`src/rtl/veerwolf_board_io_pkg.sv`:
```
// Shared types and sizing helper for the veerwolf board I/O conditioner.
package veerwolf_board_io_pkg;

  typedef enum logic {UMUX_ACTIVE = 1'b0, UMUX_WAIT = 1'b1} umux_state_t;

  // Counter/select width: max(1, clog2(n)).
  function automatic int cnt_w(input int n);
    int w;
    w = $clog2(n);
    return (w < 32'sd1) ? 32'sd1 : w;
  endfunction

endpackage

```
`src/rtl/veerwolf_debounce.sv`:
```
// One switch bit: 2-FF synchroniser, stability counter, debounced level and edge pulses.
module veerwolf_debounce
  import veerwolf_board_io_pkg::*;
#(
  parameter int DEBOUNCE_CYCLES = 50000
) (
  input  logic clk,
  input  logic rstn,
  input  logic i_sw,
  output logic o_db,
  output logic o_rise,
  output logic o_fall
);

  localparam int CW = cnt_w(DEBOUNCE_CYCLES);
  localparam logic [CW-1:0] CNT_LAST = CW'(DEBOUNCE_CYCLES - 32'sd1);
  localparam logic [CW-1:0] CNT_ONE  = CW'(32'd1);

  logic          meta_r;
  logic          sync_r;
  logic [CW-1:0] cnt_r;
  logic          accept_s;

  assign accept_s = (sync_r != o_db) && (cnt_r == CNT_LAST);

  // two-flop synchroniser for the raw pin
  always_ff @(posedge clk or negedge rstn) begin
    if (!rstn) begin
      meta_r <= 1'b0;
      sync_r <= 1'b0;
    end else begin
      meta_r <= i_sw;
      sync_r <= meta_r;
    end
  end

  // stability counter, accepted level and single-cycle edge pulses
  always_ff @(posedge clk or negedge rstn) begin
    if (!rstn) begin
      cnt_r  <= '0;
      o_db   <= 1'b0;
      o_rise <= 1'b0;
      o_fall <= 1'b0;
    end else begin
      o_rise <= accept_s & sync_r;
      o_fall <= accept_s & ~sync_r;
      if (accept_s) begin
        o_db  <= sync_r;
        cnt_r <= '0;
      end else if (sync_r != o_db) begin
        cnt_r <= cnt_r + CNT_ONE;
      end else begin
        cnt_r <= '0;
      end
    end
  end

endmodule

```
`src/rtl/veerwolf_board_io.sv`:
```
// Board I/O conditioner: debounced switches, registered LEDs and a glitch-free UART TX mux.
// Define VEERWOLF_LED_PWM_EN to enable PWM dimming of the LED outputs.
module veerwolf_board_io
  import veerwolf_board_io_pkg::*;
#(
  parameter  int NUM_SW          = 8,
  parameter  int NUM_LED         = 8,
  parameter  int NUM_UART        = 2,
  parameter  int DEBOUNCE_CYCLES = 50000,
  parameter  int IDLE_CYCLES     = 5208,
  parameter  int PWM_BITS        = 4,
  localparam int SELW            = cnt_w(NUM_UART)
) (
  input  logic                clk,
  input  logic                rstn,
  input  logic [NUM_SW-1:0]   i_sw,
  output logic [NUM_SW-1:0]   o_sw_db,
  output logic [NUM_SW-1:0]   o_sw_rise,
  output logic [NUM_SW-1:0]   o_sw_fall,
  input  logic [NUM_LED-1:0]  i_led,
  input  logic [PWM_BITS-1:0] i_led_dim,
  output logic [NUM_LED-1:0]  o_led,
  input  logic [NUM_UART-1:0] i_uart_tx,
  input  logic [SELW-1:0]     i_uart_sel,
  output logic                o_uart_tx,
  output logic [SELW-1:0]     o_uart_cur
);

  localparam int IW = cnt_w(IDLE_CYCLES);
  localparam logic [IW-1:0] IDLE_LAST = IW'(IDLE_CYCLES - 32'sd1);
  localparam logic [IW-1:0] IDLE_ONE  = IW'(32'd1);
  localparam logic [SELW:0] SEL_LIMIT = (SELW + 1)'(NUM_UART);

  for (genvar g = 0; g < NUM_SW; g++) begin : g_sw
    veerwolf_debounce #(
      .DEBOUNCE_CYCLES(DEBOUNCE_CYCLES)
    ) u_db (
      .clk   (clk),
      .rstn  (rstn),
      .i_sw  (i_sw[g]),
      .o_db  (o_sw_db[g]),
      .o_rise(o_sw_rise[g]),
      .o_fall(o_sw_fall[g])
    );
  end

  logic [NUM_LED-1:0] led_r;

`ifdef VEERWOLF_LED_PWM_EN
  localparam logic [PWM_BITS-1:0] PWM_ONE = PWM_BITS'(32'd1);

  logic [PWM_BITS-1:0] pwm_cnt_r;
  logic [PWM_BITS-1:0] dim_r;
  logic                led_gate_s;

  // all-ones brightness bypasses the comparator so the LED is never blanked
  assign led_gate_s = (pwm_cnt_r < dim_r) | (&dim_r);

  // free-running PWM phase and registered brightness
  always_ff @(posedge clk or negedge rstn) begin
    if (!rstn) begin
      pwm_cnt_r <= '0;
      dim_r     <= '0;
    end else begin
      pwm_cnt_r <= pwm_cnt_r + PWM_ONE;
      dim_r     <= i_led_dim;
    end
  end

  // two LED stages, the second one gated by the PWM phase
  always_ff @(posedge clk or negedge rstn) begin
    if (!rstn) begin
      led_r <= '0;
      o_led <= '0;
    end else begin
      led_r <= i_led;
      o_led <= led_r & {NUM_LED{led_gate_s}};
    end
  end
`else
  logic unused_dim_s;
  assign unused_dim_s = ^i_led_dim;

  // two plain LED register stages
  always_ff @(posedge clk or negedge rstn) begin
    if (!rstn) begin
      led_r <= '0;
      o_led <= '0;
    end else begin
      led_r <= i_led;
      o_led <= led_r;
    end
  end
`endif

  umux_state_t     state_r;
  umux_state_t     state_n_s;
  logic [SELW-1:0] sel_meta_r;
  logic [SELW-1:0] sel_sync_r;
  logic [SELW-1:0] sel_s;
  logic [SELW-1:0] cur_n_s;
  logic [SELW-1:0] tgt_r;
  logic [SELW-1:0] tgt_n_s;
  logic [IW-1:0]   idle_r;
  logic [IW-1:0]   idle_n_s;
  logic            both_idle_s;

  // out-of-range requests alias to the current source and are thus ignored
  assign sel_s       = ({1'b0, sel_sync_r} >= SEL_LIMIT) ? o_uart_cur : sel_sync_r;
  assign both_idle_s = i_uart_tx[o_uart_cur] & i_uart_tx[tgt_r];

  // select synchroniser, mux state and registered TX pin
  always_ff @(posedge clk or negedge rstn) begin
    if (!rstn) begin
      sel_meta_r <= '0;
      sel_sync_r <= '0;
      state_r    <= UMUX_ACTIVE;
      o_uart_cur <= '0;
      tgt_r      <= '0;
      idle_r     <= '0;
      o_uart_tx  <= 1'b1;
    end else begin
      sel_meta_r <= i_uart_sel;
      sel_sync_r <= sel_meta_r;
      state_r    <= state_n_s;
      o_uart_cur <= cur_n_s;
      tgt_r      <= tgt_n_s;
      idle_r     <= idle_n_s;
      o_uart_tx  <= i_uart_tx[o_uart_cur];
    end
  end

  // switch only after both old and new source have idled high long enough
  always_comb begin
    state_n_s = state_r;
    cur_n_s   = o_uart_cur;
    tgt_n_s   = tgt_r;
    idle_n_s  = idle_r;
    case (state_r)
      UMUX_ACTIVE: begin
        if (sel_s != o_uart_cur) begin
          tgt_n_s   = sel_s;
          idle_n_s  = '0;
          state_n_s = UMUX_WAIT;
        end else begin
          state_n_s = UMUX_ACTIVE;
        end
      end
      UMUX_WAIT: begin
        if (sel_s == o_uart_cur) begin
          state_n_s = UMUX_ACTIVE;
        end else if (sel_s != tgt_r) begin
          tgt_n_s  = sel_s;
          idle_n_s = '0;
        end else if (both_idle_s) begin
          if (idle_r == IDLE_LAST) begin
            cur_n_s   = tgt_r;
            idle_n_s  = '0;
            state_n_s = UMUX_ACTIVE;
          end else begin
            idle_n_s = idle_r + IDLE_ONE;
          end
        end else begin
          idle_n_s = '0;
        end
      end
      default: begin
        state_n_s = UMUX_ACTIVE;
      end
    endcase
  end

endmodule

```
`config.mk`:
```
export PLATFORM = sky130hd
export DESIGN_NAME = veerwolf_board_io
export DESIGN_NICKNAME = d
export VERILOG_FILES = /design/src/rtl/veerwolf_board_io_pkg.sv /design/src/rtl/veerwolf_debounce.sv /design/src/rtl/veerwolf_board_io.sv
export SDC_FILE = /design/constraint.sdc
export NUM_CORES = 1
export LEC_CHECK = 0
export CORE_AREA = 2 2 164 118
export DETAILED_ROUTE_END_ITERATION = 12
export DIE_AREA = 0 0 166 120
export PLACE_DENSITY = 0.75
export RECOVER_POWER = 100
export SLEW_MARGIN = 40
export SYNTH_ARGS = -nofsm -noshare
export SYNTH_HDL_FRONTEND = slang
export SYNTH_HIERARCHICAL = 1
export SYNTH_SLANG_ARGS = --single-unit
```
`constraint.sdc`:
```
create_clock -name clk -period 2 [get_ports clk]
set_clock_uncertainty 0.2 [all_clocks]
set_input_delay 0.4 -clock clk [delete_from_list [all_inputs] [get_ports clk]]
set_output_delay 0.4 -clock clk [all_outputs]
set_load 0.05 [all_outputs]
```
==> impl_metrics.json, run 1 <==
{
  "die_y_um": 120,
  "drtPass1Iterations": 4,
  "hold_ws_ps": 138.7,
  "syn_to_final_growth_pct": 15.88,
  "grt_pass1_vias": 6017,
  "tightest_slew_ps": 1108,
  "globalplace.congestion": 0.7761,
  "crit_slowest_cell": "or4b_4",
  "ys_seq_area_share_pct": 52.47,
  "yosysTopAreaCellShare_pct": 52.20,
  "insertion_delay_ps": 490,
  "cts_setup_buffers": 0,
  "status": "complete, but fails checks",
  "boundaryPins": 59,
  "arrival_ps": 2210,
  "netlist_area_um2": 9684,
  "whs_path_depth": 0,
  "synthSimpleGateAreaFrac_pct": 31.19,
  "grt_max_degree": 50,
  "dp_hpwl_um": 10920,
  "routed_wl_um": 16460,
  "clkPwrFrac_pct": 45.1,
  "hp-class": "reg -> reg",
  "synth_top_family_by_area": "simple AND/OR/NAND/NOR gates",
  "yosysWarnings": 6,
  "die_x_um": 166,
  "cts_buffer_depth": 3,
  "antenna_found_initial": 0,
  "p_total_mw": 8.327,
  "maxCapViolations": 0,
  "hold_viol_final": 0,
  "syn_inst": 819,
  "start_util_pct": 52.50,
  "path_clk_slew_ps": 60,
  "grt_usage_pct": 17.30,
  "h-tree-depth": 1,
  "antenna_left": 0,
  "path_cells": "or4b_4 -> o211ai_4 -> nand4b_4 -> or3_1 -> o21ai_1",
  "setup_viol": 1,
  "rsz0062_at_grt": "true",
  "cts_sinks": 203,
  "power.internal_mw": 6.533,
  "synth_mux_area_share_pct": 1.163,
  "slowest_delay_ps": 530,
  "synth.distinct_cells": 44,
  "p_sw_mw": 1.794,
  "synth-compound-area-share_pct": 0.9948,
  "synth.avg_cell_area_um2": 11.82,
  "end_kind": "flip-flop",
  "seqPwrFrac_pct": 51.0,
  "final_util_pct": 60.84,
  "timing.final.crit_share_pct": 100.4,
  "combPwrFrac_pct": 4.0,
  "final-seq-area_um2": 5082,
  "drv_slew": 0,
  "clock-root-buffer": "clkbuf_16",
  "irDropWorstVdd_mv": 0.5136,
  "ys_ff_latch": 203,
  "viasPerCell": 5.163,
  "synth_top_area_cell": "dfrtp_1",
  "drt_iter0_drc": 313,
  "design.die.area_um2": 19920,
  "cp.required_ps": 2210,
  "p_sw_share_pct": 21.55,
  "rows": 42,
  "slew-limit-headroom_pct": 26.10,
  "p_per_area_nw_per_um2": 742.0,
  "setup_slack_ps": -7.446,
  "power_leakage_nw": 4.914,
  "core-area_um2": 18450,
  "synth_nets": 853,
  "cts_buffers": 20,
  "antennaDiodeCount": 0,
  "timing.final.crit_period_ps": 2007,
  "start_kind": "flip-flop",
  "drc_errors": 0,
  "violations": "setup timing",
  "synth_fa_ha_area_share_pct": 1.163,
  "grt_overflow_total": 0,
  "multi_input_area_um2": 4422,
  "cts_tree": "built",
  "synth.area.top_cells": "dfrtp_1, xnor2_1, nor2_1",
  "grt_pass1_wl_um": 29130,
  "pre_cts_ws_ps": -440.9,
  "port_buffers": 54,
  "fmax_ghz": 0.4981,
  "final_cell_count_no_fill": 1171,
  "fillers": 1489,
  "critical_path_class": "reg -> reg",
  "post_drt_wl_per_cell_um": 14.06,
  "num-nets-final": 949,
  "drive_above_1_share_pct": 21.74,
  "worst_r2r_path_depth": 5,
  "num_vias": 6046,
  "cp_max_fo": 6,
  "synthXorXnorAreaFrac_pct": 11.03,
  "placedCellCount": 1133
}
synthesized netlist by cell type, drive strengths merged:
cell type and instances:
o211ai 1, dfstp 1, a21oi 3, nand2 47
nor4b 9, or2 1, and4b 1, nand4b 9
a221o 1, o21bai 1, nor3b 16, dfrtp 202
a41o 1, ha 9, nor4 24, nand4 27
nor2 156, nor3 34, nor4bb 1, o31ai 1
xnor2 105, and2 3, and3 9, o311ai 1
mux2 10, or4b 1, nand3 57, and4 1
inv 30, clkbuf 1, or3 8, o21ai 5
xor2 17, buf 10, and4bb 16
placed cells by master (no fill, tap or decap), types with 2 or more instances in the layout:
cell / synthesis / layout
a21oi_1: 3 / 3
and2_1: 3 / 3
and3_1: 9 / 9
and4bb_1: 8 / 8
and4bb_2: 8 / 8
buf_2: 1 / 2
buf_4: 8 / 31
buf_6: 1 / 2
clkbuf_1: 1 / 4
clkbuf_16: 0 / 21
clkbuf_2: 0 / 27
clkbuf_8: 0 / 5
clkdlybuf4s50_1: 0 / 2
clkinv_2: 0 / 4
dfrtp_1: 202 / 201
dlygate4sd3_1: 0 / 18
ha_1: 9 / 9
inv_1: 30 / 30
mux2_1: 9 / 8
nand2_1: 39 / 38
nand2_4: 8 / 8
nand3_1: 57 / 56
nand4_1: 11 / 11
nand4_4: 16 / 16
nand4b_1: 0 / 4
nand4b_4: 9 / 6
nor2_1: 132 / 131
nor2_2: 24 / 24
nor3_1: 34 / 33
nor3b_1: 16 / 16
nor4_2: 16 / 16
nor4_4: 8 / 8
nor4b_4: 8 / 8
o21ai_1: 5 / 5
or3_1: 8 / 8
xnor2_1: 105 / 105
xor2_1: 17 / 17
worst max-delay path: cells and delay by family (launching register included):
kind               cells  cell delay [ps]
and+or+nand+nor        3             1060
DFF                    1              410
AOI/OAI and AO/OA      2              260
power groups by stage:
stage / Sequential (mW) / Clock (mW) / Combinational [mW]
2_1_floorplan: 4.34 / 0 / 0.130
3_3_place_gp: 4.32 / 0 / 0.350
3_5_place_dp: 4.32 / 0 / 0.355
4_1_cts: 4.24 / 3.87 / 0.362
5_1_grt: 4.25 / 4.05 / 0.375
6_report: 4.24 / 3.75 / 0.331
flip-flops by register name (all words and copies together) (netlist names):
signal and flops:
o_led 8, g_sw.u_db/meta_r 8, g_sw.u_db/o_fall 8, o_uart_cur 1, led_r 8, o_uart_tx 1, state_r 1, g_sw.u_db/sync_r 8
g_sw.u_db/o_db 8, idle_r 13, g_sw.u_db/o_rise 8, tgt_r 1, sel_meta_r 1, sel_s 1, g_sw.u_db/cnt_r 128
cell type report:
type	instances	share of cell area [%]
Sequential cell	203	45.29
Multi-Input combinational cell	576	39.40
Timing Repair Buffer	84	5.664
Clock buffer	30	5.430
Tap cell	242	2.698
Inverter	30	1.003
Clock inverter	6	0.5129
per-layer routing:
layer	GRT usage, %	wire, um	up-vias
li1	-	-	2998
met1	26.66	8737	2943
met2	25.16	6854	82
met3	3.232	546	23
met4	4.511	326	0
met5	0	0	-
path summary, 6_finish.rpt:
| path | end | slack, ps | start |
|---|---|---|---|
| min | g_sw[5].u_db/sync_r | 140 | g_sw[5].u_db/meta_r |
| max reg2reg | idle_r[2] | -7 | o_uart_cur |
| min reg2reg | g_sw[5].u_db/sync_r | 140 | g_sw[5].u_db/meta_r |
| max | idle_r[2] | -7 | o_uart_cur |
| min in group asynchronous | g_sw[6].u_db/o_db | 460 | rstn |
| max in group asynchronous | g_sw[5].u_db/cnt_r[0] | 230 | rstn |
repair_timing:
item | in CTS | in global routing
endpoints found under the hold margin | 40 | 0
setup endpoints to repair | 9 | 12
resized for setup | 4 | 7
hold buffers | 1 | 0
pin swaps | 1 | 2
cloned | 1 | 0
metrics by stage:
stage,instance area (um2),TNS [ps]
floorplan,9686,-577.8
detailed placement,10640,-5670
global placement,10640,-4671
CTS,11350,-45.95
global route,11220,-2249
finish,11220,-7.446
logic make-up (layout without fill, tap and decap cells):
family	after synthesis	in the layout
compound gates	14	14
xor+xnor	122	122
fa+ha+maj	9	9
buf+inv	41	150
flops	203	203
mux	10	10
simple gates	420	421
Note: power is estimated with default switching activity, not from simulation.
==> inputs of run 2 (changes only) <==
--- a/config.mk
+++ b/config.mk
@@ -5,7 +5,9 @@
 export SDC_FILE = /design/constraint.sdc
 export NUM_CORES = 1
 export LEC_CHECK = 0
+export CAP_MARGIN = 0
 export CORE_AREA = 2 2 164 118
+export CTS_CLUSTER_DIAMETER = 120
 export DETAILED_ROUTE_END_ITERATION = 12
 export DIE_AREA = 0 0 166 120
 export PLACE_DENSITY = 0.75
==> results of run 2 <==
Same layout as run 1: the final DEF is identical, and so are final timing and power.
==> inputs of run 3 (changes only) <==
--- a/config.mk
+++ b/config.mk
@@ -5,6 +5,7 @@
 export SDC_FILE = /design/constraint.sdc
 export NUM_CORES = 1
 export LEC_CHECK = 0
+export ABC_CLOCK_PERIOD_IN_PS = 2000
 export CAP_MARGIN = 0
 export CORE_AREA = 2 2 164 118
 export CTS_CLUSTER_DIAMETER = 120
==> results of run 3 <==
Same layout as run 1: the final DEF is identical, and so are final timing and power.
